$ cat config.mk
export PLATFORM = sky130hd
export DESIGN_NAME = scroll_lane_move
export DESIGN_NICKNAME = d
export VERILOG_FILES = /design/src/rtl/scroll_lane_move.sv
export SDC_FILE = /design/constraint.sdc
export NUM_CORES = 1
export LEC_CHECK = 0
export BUFFER_PORTS_ARGS = -buffer_cell sky130_fd_sc_hd__clkbuf_2
export CAP_MARGIN = 20
export CORE_MARGIN = 5
export CORE_UTILIZATION = 57
export CTS_CLUSTER_SIZE = 40
export DETAILED_ROUTE_END_ITERATION = 8
export GPL_ROUTABILITY_DRIVEN = 0
export PLACE_DENSITY = 0.78
export REMOVE_ABC_BUFFERS = 1
export SLEW_MARGIN = 20
export SYNTH_ARGS = -nofsm -noshare
export SYNTH_HDL_FRONTEND = slang
export SYNTH_SLANG_ARGS = --single-unit
$ cat constraint.sdc
create_clock -name clk -period 4.2 [get_ports clk]
set_input_delay 0.21 -clock clk [delete_from_list [all_inputs] [get_ports clk]]
set_output_delay 0.21 -clock clk [all_outputs]
set_load 0.02 [all_outputs]
$ cat src/rtl/scroll_lane_move.sv
// scroll_lane_move: one shared speed FSM scrolling NUM_OBJ staggered objects in fixed point.
// Optional macro SCROLL_JITTER_EN adds LFSR jitter to the wrap reload height.
module scroll_lane_move #(
  parameter int NUM_OBJ      = 4,
  parameter int FRAC_BITS    = 6,
  parameter int INITIAL_Y    = 310,
  parameter int OBJ_SPACING  = 160,
  parameter int FRAME_BOTTOM = 479,
  parameter int WRAP_Y       = -500,
  parameter int MAX_SPEED    = 230,
  parameter int ACCEL        = 20,
  parameter int BRAKE        = 42,
  parameter int DRAG         = 18,
  parameter int BOOST_STEP   = 100,
  parameter int BOOST_PULSES = 3
) (
  input  logic                   clk,
  input  logic                   reset,
  input  logic                   startOfFrame,
  input  logic                   slow_pulse,
  input  logic                   fast_pulse,
  input  logic                   move_allow,
  input  logic                   restart_enable,
  input  logic                   up_is_pressed,
  input  logic                   down_is_pressed,
  input  logic                   enter_is_pressed,
  output logic [NUM_OBJ*11-1:0]  topLeftY,
  output logic [7:0]             speed,
  output logic [NUM_OBJ-1:0]     wrapped,
  output logic                   boosting
);

  // state    | meaning
  // ST_IDLE  | stopped, speed == 0
  // ST_ACCEL | gas held on last slow_pulse
  // ST_COAST | no pedal, speed bleeding off by DRAG
  // ST_BRAKE | brake held on last slow_pulse
  // ST_BOOST | boost burst, boost_cnt fast_pulse steps still pending
  localparam logic [2:0] ST_IDLE  = 3'd0;
  localparam logic [2:0] ST_ACCEL = 3'd1;
  localparam logic [2:0] ST_COAST = 3'd2;
  localparam logic [2:0] ST_BRAKE = 3'd3;
  localparam logic [2:0] ST_BOOST = 3'd4;

  localparam int CNT_W = $clog2(BOOST_PULSES + 1);
  localparam logic signed [31:0] BOTTOM_FP = 32'(FRAME_BOTTOM * (2 ** FRAC_BITS));
  localparam logic signed [31:0] WRAP_FP   = 32'(WRAP_Y * (2 ** FRAC_BITS));
  localparam logic signed [31:0] BOOST_FP  = 32'(BOOST_STEP * (2 ** FRAC_BITS));

  logic [2:0]         state, state_nxt;
  logic [CNT_W-1:0]   boost_cnt, boost_cnt_nxt;
  logic [7:0]         speed_nxt;
  logic [9:0]         speed_up;
  logic               sof_q, slow_q, fast_q, boost_step;
  logic signed [31:0] pos     [NUM_OBJ];
  logic signed [31:0] pos_sum [NUM_OBJ];
  logic signed [31:0] pos_nxt [NUM_OBJ];
  logic [NUM_OBJ-1:0] wrap_nxt;
  logic signed [31:0] frame_inc, boost_inc, reload_fp;

  // move_allow gates every strobe, so held state falls out naturally
  assign sof_q      = startOfFrame & move_allow;
  assign slow_q     = slow_pulse & move_allow;
  assign fast_q     = fast_pulse & move_allow;
  assign boost_step = fast_q && (state == ST_BOOST);
  assign boosting   = (state == ST_BOOST);

  always_comb begin
    speed_up  = {2'b00, speed} + 10'(ACCEL);
    speed_nxt = speed;
    if (slow_q) begin
      if (up_is_pressed)
        speed_nxt = (speed_up >= 10'(MAX_SPEED)) ? 8'(MAX_SPEED) : speed_up[7:0];
      else if (down_is_pressed)
        speed_nxt = (speed > 8'(BRAKE)) ? speed - 8'(BRAKE) : 8'd0;
      else
        speed_nxt = (speed > 8'(DRAG)) ? speed - 8'(DRAG) : 8'd0;
    end
  end

  always_comb begin
    state_nxt     = state;
    boost_cnt_nxt = boost_cnt;
    if (slow_q && (state != ST_BOOST)) begin
      if (up_is_pressed)        state_nxt = ST_ACCEL;
      else if (down_is_pressed) state_nxt = ST_BRAKE;
      else if (speed_nxt == 8'd0) state_nxt = ST_IDLE;
      else                      state_nxt = ST_COAST;
    end
    // a boost request outranks the pedal decision of the same cycle
    if (fast_q) begin
      if (state == ST_BOOST) begin
        boost_cnt_nxt = boost_cnt - 1'b1;
        if (boost_cnt == CNT_W'(1)) state_nxt = ST_COAST;
      end else if (enter_is_pressed) begin
        state_nxt     = ST_BOOST;
        boost_cnt_nxt = CNT_W'(BOOST_PULSES);
      end
    end
  end

`ifdef SCROLL_JITTER_EN
  logic [15:0] lfsr;

  always_ff @(posedge clk) begin
    if (reset) lfsr <= 16'hACE1;
    else       lfsr <= {lfsr[14:0], lfsr[15] ^ lfsr[13] ^ lfsr[12] ^ lfsr[10]};
  end

  assign reload_fp = (32'(WRAP_Y) - {26'd0, lfsr[5:0]}) <<< FRAC_BITS;
`else
  assign reload_fp = WRAP_FP;
`endif

  assign frame_inc = sof_q ? {24'd0, speed} : 32'sd0;
  assign boost_inc = boost_step ? BOOST_FP : 32'sd0;

  // wrap is decided on the next value so an object is never shown below the frame
  always_comb begin
    wrap_nxt = '0;
    for (int i = 0; i < NUM_OBJ; i++) begin
      pos_sum[i] = pos[i] + frame_inc + boost_inc;
      if (pos_sum[i] > BOTTOM_FP) begin
        pos_nxt[i]  = reload_fp;
        wrap_nxt[i] = 1'b1;
      end else begin
        pos_nxt[i]  = pos_sum[i];
      end
    end
  end

  always_ff @(posedge clk) begin
    if (reset || restart_enable) begin
      state     <= ST_IDLE;
      speed     <= 8'd0;
      boost_cnt <= '0;
      wrapped   <= '0;
      for (int i = 0; i < NUM_OBJ; i++)
        pos[i] <= 32'((INITIAL_Y - i * OBJ_SPACING) * (2 ** FRAC_BITS));
    end else begin
      state     <= state_nxt;
      speed     <= speed_nxt;
      boost_cnt <= boost_cnt_nxt;
      wrapped   <= wrap_nxt;
      for (int i = 0; i < NUM_OBJ; i++)
        pos[i] <= pos_nxt[i];
    end
  end

  always_comb begin
    topLeftY = '0;
    for (int i = 0; i < NUM_OBJ; i++)
      topLeftY[11*i +: 11] = 11'(pos[i] >>> FRAC_BITS);
  end

endmodule

[Word level (Yosys, flattened, before mapping)]
Memories as Yosys holds them, arrays and structs flattened.
Cells that the tools add are included.
Widths: inputs -> output; s select.
Storage, ports and cells
  memory bits (writable): 128
  logic and storage cells: 73
  memories kept: 1
  flip-flop bits (word level): 17
  input bits: 10
  output and inout port bits: 57
Memories
  pos: depth 4, bits a word 32, read ports 4, clocked after Yosys merged registers in 0, wr ports 4, RTL line 55  | logic signed [31:0] pos [NUM_OBJ];
Operators by class
  equality and inequality tests: 3
  bitwise gates (word level): 7
  add/sub/neg operators: 12
  order comparisons: 7
  muxes and demuxes: 33
  reduce and logical (&&, ||, !) cells: 6
Operators by type and width (count)
  $mux 32: 8
  $add 32x14->32: 4
  $add 32x9->32: 4
  $gt 32x16->1 const B: 4
  $mux 8: 7
  $mux 3: 5
  $mux 13: 1
  $mux 2: 5
  $add 8x5->9 const B: 1
  $ge 9x8->1 const B: 1
  $gt 8x5->1 const B: 1
  $gt 8x6->1 const B: 1
  $logic_not 8->1: 1
  $sub 8x5->8 const B: 1
  $sub 8x6->8 const B: 1
  $mux 1: 7
  $or 1x1->1: 4
  $and 1x1->1: 3
  $eq 3x3->1 const B: 1
  $ne 3x3->1 const B: 1
  $eq 2x1->1 const B: 1
  $logic_and 1x1->1: 2
  $reduce_and 2->1: 1
  $reduce_bool 2->1: 1
  other kinds (2): 2

[Depth between registers and ports, before layout]
Gate-level depths: netlist of the first run.
  word-level depth: 13
  gate-level depth with buffers: 21
  mapped depth without buffers: 15

[Worst setup path after synthesis of the first run]
No wires, ideal clock.
  kind: register to register
  start point: reg state[1]
  end point: mem pos[0][8]
  period minus slack after synthesis: 4.344 ns
  buffers on the path: 3
  stages on the path, launching flop included: 19
  arrival: 4.224 ns
  path slack: -0.144 ns
  cells stage by stage: dfxtp_1 -> or3b_4 -> clkinv_1 -> nand2_1 -> inv_1 -> buf_2 -> buf_2 -> ha_1 -> and3_1 -> nand2_1 -> or4b_1 -> a2111oi_4 -> o211ai_1 -> mux2_2 -> o22ai_1 -> or2_1 -> o41a_1 -> clkbuf_1 -> or2_1
RTL lines
  from (decl): RTL line 50  | logic [2:0] state, state_nxt;
  from (signal assigned): RTL line 141  | state <= state_nxt;
  to (decl): RTL line 55

==> out/results.ini, run 1 <==
[global_routing]
grt_max_degree=45
grt_usage_pct=28.7
grt-ovfl-total=0
grt_antenna_before_repair=0
grt_pass1_vias=11900
met3_usage_pct=4.35
top_usage_layer=met2
met2_usage_pct=46.3
grt_pass1_wl_um=59400
globalRouteMet1Util_pct=37.6

[synth]
yosysTopAreaCell=dfxtp_1
synth-main-ff-cell=dfxtp_1
netlist_area_mm2=0.0125
synth_top_area_share_pct=23.1
synthArstFlopShare_pct=0
yosysSeqAreaShare_pct=23.1
synth_area_leaders=dfxtp_1, xnor2_1, o21ai_0
synth_warnings=0
synth_enable_flop_cells=0
syn_inst=1685
yosysUniqueCellTypes=99
synth_area_per_cell_um2=7.45
ys_ff_latch=145

[timing]
max_freq_mhz=248
hold_viol_final=0
drv_slew=0
setup_tns_ns=0
skew_ns=0.0174
maxSlewHeadroom_pct=48.8
grt_setup_unrepaired=no
finalCriticalPeriod_ns=4.03
fin_hold_ws_ns=0.0475
finalCritPeriodShare_pct=96.0
tightest_slew_ns=0.761
setup_viol=0

[detailed_routing]
detail_route.iter0.violations=1424
drc=0
drtPass1Iterations=7
wl_per_cell_um=18.7
wirelength_um=36800
num_vias=13100
antenna_left=0
vias_per_cell=6.62

[floorplanning]
die_x_um=158
die_h_um=158
rows=54
core_area_mm2=0.0218
dieArea_mm2=0.0251
start_util_pct=57.7
pin_count=67

[min_path]
min_from=enter_is_pressed
whs_path_depth=3
worst_hold_path.endpoint=state[2]$_SDFF_PP0_
hp-class=primary input to flip-flop

[layout]
n_antenna_cell=0
drive_gt1_share_pct=14.4
final_cell_mix=dfxtp_1, nor2_1, nand2_1, xnor2_1, o21ai_0
syn_to_final_growth_pct=8.65
seq_area_mm2=0.00290
layout.nets=1708
stdcell_area_mm2=0.0136
n_fill_cell=1928
multiInputGateArea_mm2=0.00861
mostFrequentLayoutCell=dfxtp_1
fin_cells=1971

[status]
status=finished clean

[critical_path]
crit_fanout=15
r2r-start=speed[0]$_SDFF_PP0_
crit_required_ns=4.57
worst_path_max_delay_cell=o41ai_2
r2r_end=pos[3][6]$_SDFF_PP0_
crit_top_cell=ha_1
critical_path_arrival_ns=4.40
critPathMaxStageDelay_ns=0.49
r2r_slack_ns=0.17
critPathCaptureType=flip-flop
path_class=flip-flop to flip-flop
start_kind=flip-flop
r2r_cells=14
crit_chain=and3_1 -> ha_1 -> ha_1 -> a41oi_1 -> or2_2 -> o21a_1 -> or2_1 -> o41ai_2 -> nand3_1 -> a221oi_2 -> nand4b_2 -> a221oi_4 -> buf_4 -> nor2b_1

[placed_design]
io_buffers=66
dp_hpwl_um=26200
dp.cells=1937
placed_area_mm2=0.0130

[flow_run]
maxCapViolations=0

[power]
swShare_pct=27.8
power.density_mw_per_mm2=252
combPwrFrac_pct=10.6
p_clk_share_pct=46.9
static-leakage-power_uw=0.00506
switchingPower_uw=958
internal_power_uw=2480
power_frac_seq_pct=42.5
ir_drop_mv=0.211
total_power_uw=3440

[clock_tree]
cts_buffers=17
tritoncts=done
clock_latency_ns=0.44
cts.clk_slew.worst_paths_ns=0.07
clockBufferDepth=2
root_buffer=clkbuf_16
cts_sinks=145
htreeDepth=4
postCtsSetupRepairBufs=0

-- Yosys cell counts (all sizes together) (9+ instances only) --
library cell / instances
o211ai: 28
a31oi: 30
xnor2: 108
clkbuf: 71
a31o: 16
nand3: 91
nand2: 123
and3: 41
a22oi: 12
o22ai: 14
nor2: 139
nor2b: 18
nand4: 22
nor3: 61
nand4b: 10
a21o: 12
dfxtp: 145
ha: 20
nor4: 12
o21ai: 110
inv: 44
a211oi: 21
buf: 98
o31ai: 10
and2: 35
o21a: 14
nand2b: 21
mux2i: 13
o32ai: 9
or2: 14
a21oi: 88
o2111ai: 14
xor2: 47
or3: 27
-- how the worst max path moves through the flow --
stage                                   start               endpoint  slack [ns]  cells past startpoint
after floorplan           state[2]$_SDFF_PP0_  pos[0][15]$_SDFF_PP0_       -1.31                     15
after global placement             move_allow  pos[0][20]$_SDFF_PP0_        0.18                     14
after detailed placement           move_allow  pos[0][10]$_SDFF_PP1_        0.07                     14
after CTS                 state[1]$_SDFF_PP0_  pos[0][10]$_SDFF_PP1_        0.11                     16
after global routing      speed[0]$_SDFF_PP0_   pos[0][6]$_SDFF_PP0_        0.01                     14
final                     speed[0]$_SDFF_PP0_   pos[3][6]$_SDFF_PP0_        0.17                     14
-- per-layer routing --
| layer | vias up | wire length, um |
|---|---|---|
| met1 | 6117 | 15200 |
| met4 | 0 | 1570 |
| met5 | - | 0 |
| met3 | 124 | 2990 |
| li1 | 6129 | - |
| met2 | 684 | 17100 |
-- logic make-up (layout without fill, tap and decap cells) --
family / count (synthesis) / after routing / share of synthesized area (%)
compound gates: 485 / 485 / 27.4
xor+xnor: 155 / 155 / 10.8
fa+ha+maj: 23 / 23 / 2.23
buf+inv: 215 / 221 / 8.53
flops: 145 / 145 / 23.1
mux: 17 / 17 / 1.40
simple gates: 645 / 645 / 26.5
-- state kept, by name, indices dropped and copies added, names as in the netlist --
| name | count |
|---|---|
| boost_cnt | 2 |
| pos | 128 |
| speed | 8 |
| state | 3 |
| wrapped | 4 |
-- power groups by stage --
stage / Combinational [uW] / Sequential (uW) / Clock, uW
2_1_floorplan: 199 / 1500 / 0
3_3_place_gp: 345 / 1490 / 0
3_5_place_dp: 352 / 1490 / 0
4_1_cts: 353 / 1460 / 1630
5_1_grt: 398 / 1470 / 1700
6_report: 364 / 1460 / 1610
-- through the flow --
stage | utilization (%) | worst slack [ns]
after CTS | 62.4 | 0.114
after global routing | 62.7 | 0.0144
after floorplan | - | -1.31
after global placement | 59.6 | 0.182
final | 62.7 | 0.169
after detailed placement | 59.6 | 0.0667
-- final cells by class --
cell class	count	area share [%]
repair buffers	143	7.20
clock inverters	12	1.07
flip-flops and latches	145	21.3
well taps	280	2.57
multi-input cells	1325	63.2
clock buffers	20	3.42
inverters	46	1.27
-- what timing repair did --
item	4_1_cts	5_1_grt
gates resized for setup	0	6
setup endpoints to repair	0	21
hold buffers	0	0
-- critical path: cells and delay by family (launching register included) --
family                     cells  cell delay [ns]
DFF                            1             0.43
adders and majority gates      2             0.39
buffers and inverters          1             0.24
AOI/OAI and AO/OA              5             1.40
and+or+nand+nor                6             1.51
Power figures use the tool's default switching activity.
==> run 2, diff against run 1 <==
CORE_ASPECT_RATIO = 1.25   (was not set)
==> run 2 against run 1 <==
  * Flip-flop and latch count stayed put
  * Sequential power is essentially flat
  * Global-route usage grew 0.18 points
  * Setup slack lost 0.0083 ns
  * Register-to-register slack about the same
  * Final cell count fell by 0.15%
  * Final area is 0.26% lower
  * Worst hold slack better by 0.0060 ns
  * Die area barely moved
  * Largest cell class unchanged
==> out/results.ini, run 2 (synthesis gave the netlist of run 1 again) <==
[timing]
setup_tns_ns=0
drv_slew=0
finalCriticalPeriod_ns=4.04
tightest_slew_ns=0.966
skew_ns=0.00956
setup_viol=0
finalCritPeriodShare_pct=96.2
maxSlewHeadroom_pct=35.6
grt_setup_unrepaired=no
hold_viol_final=0
max_freq_mhz=248

[power]
internal_power_uw=2470
combPwrFrac_pct=10.7
static-leakage-power_uw=0.00507
power.density_mw_per_mm2=247
p_clk_share_pct=45.7
switchingPower_uw=896
power_frac_seq_pct=43.6
ir_drop_mv=0.284
swShare_pct=26.7

[floorplanning]
dieArea_mm2=0.0251
die_h_um=176
pin_count=67
core_area_mm2=0.0216
rows=60
start_util_pct=58.0
die_x_um=143

[layout]
final_cell_mix=dfxtp_1, nor2_1, nand2_1, xnor2_1, o21ai_0
top_regs=pos x128, speed x8, wrapped x4
layout.nets=1709
drive_gt1_share_pct=14.4
syn_to_final_growth_pct=8.37
n_fill_cell=1919
mostFrequentLayoutCell=dfxtp_1
n_antenna_cell=0
regMostFlops=pos
largest_reg_flops=128
stdcell_area_mm2=0.0136

[global_routing]
grt_pass1_vias=12300
grt_usage_pct=28.9
grt_pass1_wl_um=60500
grt_antenna_before_repair=0
grt-ovfl-total=0
grt_max_degree=41

[detailed_routing]
wirelength_um=37000
num_vias=13000
drtPass1Iterations=6
wl_per_cell_um=18.8
detail_route.iter0.violations=1306
drc=0
antenna_left=0
vias_per_cell=6.62

[critical_path]
critPathMaxStageDelay_ns=0.53
worst_path_max_delay_cell=or4b_4
crit_chain=or3b_4 -> clkinv_1 -> nand2_2 -> inv_1 -> ha_1 -> and3_1 -> nand2_1 -> or4b_4 -> a2111oi_4 -> o211ai_1 -> mux2_2 -> o22ai_1 -> or4b_1 -> o211ai_2 -> buf_12 -> o21ai_0
start_kind=flip-flop
path_class=flip-flop to flip-flop
crit_required_ns=4.46
r2r_cells=16
r2r_slack_ns=0.16
critical_path_arrival_ns=4.30
r2r-start=state[1]$_SDFF_PP0_
crit_fanout=20
critPathCaptureType=flip-flop
r2r_end=pos[0][15]$_SDFF_PP0_

[status]
status=finished clean

[flow_run]
maxCapViolations=0

[placed_design]
io_buffers=66
placed_area_mm2=0.0130
dp_hpwl_um=26400

[min_path]
hp-class=primary input to flip-flop
whs_path_depth=3
worst_hold_path.endpoint=state[2]$_SDFF_PP0_
min_from=enter_is_pressed

[clock_tree]
cts_sinks=145
postCtsHoldBufs=0
htreeDepth=4
root_buffer=clkbuf_16
cts.clk_slew.worst_paths_ns=0.06
clock_latency_ns=0.43
tritoncts=done
clockBufferDepth=2
cts_buffers=17

run 2: cell types whose count changed in the layout (fill, tap and decap cells not counted), sizes merged:
cell	previous run	this run
buf	77	78
bufinv	2	3
clkinvlp	1	2
clkbuf	86	84
inv	48	44
clkinv	7	8
run 2: cell type report:
cell class	instances	area [um^2]	share of cell area, %
Tap cell	279	349	2.57
Inverter	46	173	1.27
Clock inverter	11	143	1.05
Clock buffer	18	429	3.16
Timing Repair Buffer	144	966	7.10
Sequential cell	145	2900	21.3
Multi-Input combinational cell	1325	8640	63.5
run 2: critical path: cells and delay by family, from the launching register on:
family / cells / cell delay, ns
AOI/OAI and AO/OA: 5 / 0.98
adders and majority gates: 1 / 0.14
buffers and inverters: 3 / 0.35
DFF: 1 / 0.31
muxes: 1 / 0.26
and+or+nand+nor: 6 / 1.82
run 2: stage by stage:
step / hold slack, ns / power, uW / worst slack [ns] / utilization, % / instances
after global placement: 0.460 / 1840 / 0.187 / 60.0 / 1936
final: 0.0535 / 3360 / 0.161 / 62.9 / 1968
after detailed placement: 0.466 / 1840 / 0.0974 / 60.0 / 1936
after global routing: 0.0961 / 3480 / 0.0202 / 62.9 / 1968
after CTS: 0.0529 / 3370 / 0.0587 / 62.6 / 1965
after floorplan: 0.327 / 1700 / -1.31 / - / 1516
run 2: worst max path at each step:
stage                             start               endpoint  slack, ns  depth (start not counted)
floorplan           state[2]$_SDFF_PP0_  pos[0][15]$_SDFF_PP0_      -1.31                         15
global placement             move_allow  pos[1][31]$_SDFF_PP0_       0.19                         15
detailed placement  state[1]$_SDFF_PP0_  pos[0][15]$_SDFF_PP0_        0.1                         16
CTS                 state[1]$_SDFF_PP0_  pos[0][20]$_SDFF_PP0_       0.06                         16
global route        speed[7]$_SDFF_PP0_  pos[0][11]$_SDFF_PP1_       0.02                         15
finish              state[1]$_SDFF_PP0_  pos[0][15]$_SDFF_PP0_       0.16                         16
run 2: repair_timing:
action	in CTS	in global routing
buffers inserted	0	3
resized for setup	0	8
setup endpoints to repair	0	109
endpoints found under the hold margin	0	0
run 2: power groups by stage:
| stage | Clock [uW] | Sequential (uW) | Combinational [uW] |
|---|---|---|---|
| global placement | 0 | 1490 | 346 |
| floorplan | 0 | 1500 | 199 |
| finish | 1540 | 1460 | 361 |
| CTS | 1550 | 1460 | 356 |
| detailed placement | 0 | 1490 | 353 |
| global route | 1620 | 1470 | 394 |
run 2: per-layer routing:
metal,vias up,part of all wire [%],global-route usage [%]
li1,6126,-,-
met1,6094,39,33.7
met2,651,48,48.7
met3,157,6.9,4.98
met4,0,5.9,17.7
met5,-,0,0
==> run 3, diff against run 2 <==
BUFFER_PORTS_ARGS = -buffer_cell sky130_fd_sc_hd__buf_2   (was -buffer_cell sky130_fd_sc_hd__clkbuf_2)
==> run 3 against run 2 <==
  * Final cell count is 0.30% higher
  * Global-route usage is 0.33 points lower
  * Die area stayed put
  * Setup slack worse by 0.027 ns
  * Non-clock buffer count is 3 higher
  * Clock power hardly changed
  * Fmax is 0.67% lower
  * Critical path type unchanged
==> out/results.ini, run 3 (synthesis gave the netlist of run 1 again) <==
[floorplanning]
die_x_um=143
dieArea_mm2=0.0251
die_h_um=176
pin_count=67
core_area_mm2=0.0216
rows=60
start_util_pct=58.0

[layout]
final_cell_mix=dfxtp_1, nor2_1, nand2_1, xnor2_1, o21ai_0
top_regs=pos x128, speed x8, wrapped x4
syn_to_final_growth_pct=8.23
drive_gt1_share_pct=14.5
fin_util_pct=62.8
n_antenna_cell=0
multiInputGateArea_mm2=0.00860
regMostFlops=pos
n_fill_cell=1907
largest_reg_flops=128
stdcell_area_mm2=0.0136
mostFrequentLayoutCell=dfxtp_1
layout.nets=1712
seq_area_mm2=0.00290

[timing]
finalCritPeriodShare_pct=96.8
max_freq_mhz=246
setup_viol=0
fin_hold_ws_ns=0.0858
maxSlewHeadroom_pct=42.9
grt_setup_unrepaired=no
tightest_slew_ns=0.857
drv_slew=0
setup_tns_ns=0
finalCriticalPeriod_ns=4.07
hold_viol_final=0
skew_ns=0.0155
finalWorstSetupSlack_ns=0.134

[global_routing]
grt_usage_pct=28.5
grt_pass1_vias=12200
grt_pass1_wl_um=59700
grt-ovfl-total=0
grt_antenna_before_repair=0
grt_max_degree=39

[placed_design]
post-place-ws_ns=0.0247
io_buffers=66
dp_hpwl_um=26600
placed_area_mm2=0.0130

[critical_path]
crit_required_ns=4.49
worst_path_max_delay_cell=nor4b_1
path_class=flip-flop to flip-flop
r2r_end=pos[2][10]$_SDFF_PP1_
start_kind=flip-flop
r2r_slack_ns=0.13
crit_fanout=8
crit_chain=and3_2 -> ha_1 -> ha_1 -> a41o_1 -> and4b_1 -> a211oi_4 -> a211oi_4 -> buf_4 -> o21ai_0 -> nor4b_1 -> o2111ai_1 -> o211ai_1 -> o31a_1 -> buf_4 -> o21ai_0
cp_top_family=compound AO/OA/AOI/OAI gates
critPathCaptureType=flip-flop
critical_path_arrival_ns=4.36
cp.buffers_inverters=2
critPathMaxStageDelay_ns=0.47
r2r-start=speed[0]$_SDFF_PP0_
r2r_cells=15

[detailed_routing]
vias_per_cell=6.57
met3RoutedLength_um=2530
drc=0
num_vias=13000
met1_length_um=14300
wl_per_cell_um=18.6
antenna_left=0
wl_met2_um=17800
highest_layer=met4
wirelength_um=36800
detail_route.iter0.violations=1092
drtPass1Iterations=8

[clock_tree]
root_buffer=clkbuf_16
clockBufferDepth=2
tritoncts=done
clock_latency_ns=0.44
htreeDepth=4
cts_sinks=145
cts_buffers=17
cts.clk_slew.worst_paths_ns=0.06

[power]
power.density_mw_per_mm2=250
ir_drop_mv=0.282
static-leakage-power_uw=0.00504

[min_path]
worst_hold_path.endpoint=state[2]$_SDFF_PP0_
min_from=enter_is_pressed
whs_path_depth=3
hp-class=primary input to flip-flop

[status]
status=finished clean

[flow_run]
maxCapViolations=0

-- run 3: cell count changes in the layout (fill, tap and decap cells not counted), sizes merged --
cell      delta
inv          +4
clkinvlp     +2
clkinv       -3
clkbuf      -65
buf         +69
bufinv       -1
-- run 3: stage by stage --
stage / total power [uW] / std cells
floorplan: 1700 / 1516
global placement: 1840 / 1942
detailed placement: 1840 / 1942
CTS: 3390 / 1974
global route: 3500 / 1974
finish: 3390 / 1974
-- run 3: layout make-up --
type                       count  area share (%)
multi-input combinational   1325            63.3
clock buffer                  19            3.26
timing repair buffer         147            7.09
inverter                      46            1.27
clock inverter                13            1.11
sequential                   145            21.4
tap                          279            2.57
-- run 3: metal layers --
metal	up-vias	track usage (%)
li1	6137	-
met1	6052	33.8
met2	605	48.0
met3	167	4.14
met4	0	17.8
met5	-	0
-- run 3: worst max path at each step --
stage	from	endpoint	slack [ns]	depth (start not counted)
final	speed[0]$_SDFF_PP0_	pos[2][10]$_SDFF_PP1_	0.13	15
after global routing	state[2]$_SDFF_PP0_	pos[0][15]$_SDFF_PP0_	0.02	16
after CTS	state[2]$_SDFF_PP0_	pos[0][25]$_SDFF_PP0_	0.1	16
after detailed placement	move_allow	pos[2][22]$_SDFF_PP1_	0.02	15
after global placement	move_allow	pos[2][10]$_SDFF_PP1_	0.12	17
after floorplan	state[2]$_SDFF_PP0_	pos[0][15]$_SDFF_PP0_	-1.31	15
-- run 3: power by group --
group | total [uW] | switching, uW | internal, uW
clock | 1570 | 666 | 901
combinational | 360 | 226 | 134
sequential | 1460 | 52.3 | 1410
total | 3390 | 944 | 2440
-- run 3: repair_timing --
| action | 4_1_cts | 5_1_grt |
|---|---|---|
| endpoints found under the setup margin | 0 | 23 |
| setup buffers | 0 | 0 |
| gates resized for setup | 0 | 1 |
| hold buffers | 0 | 0 |
-- run 3: tightest hold or removal path: cells and delay by family --
kind / cells / cell delay, ns
buffers and inverters: 1 / 0.10
and+or+nand+nor: 1 / 0.09
AOI/OAI and AO/OA: 1 / 0.07
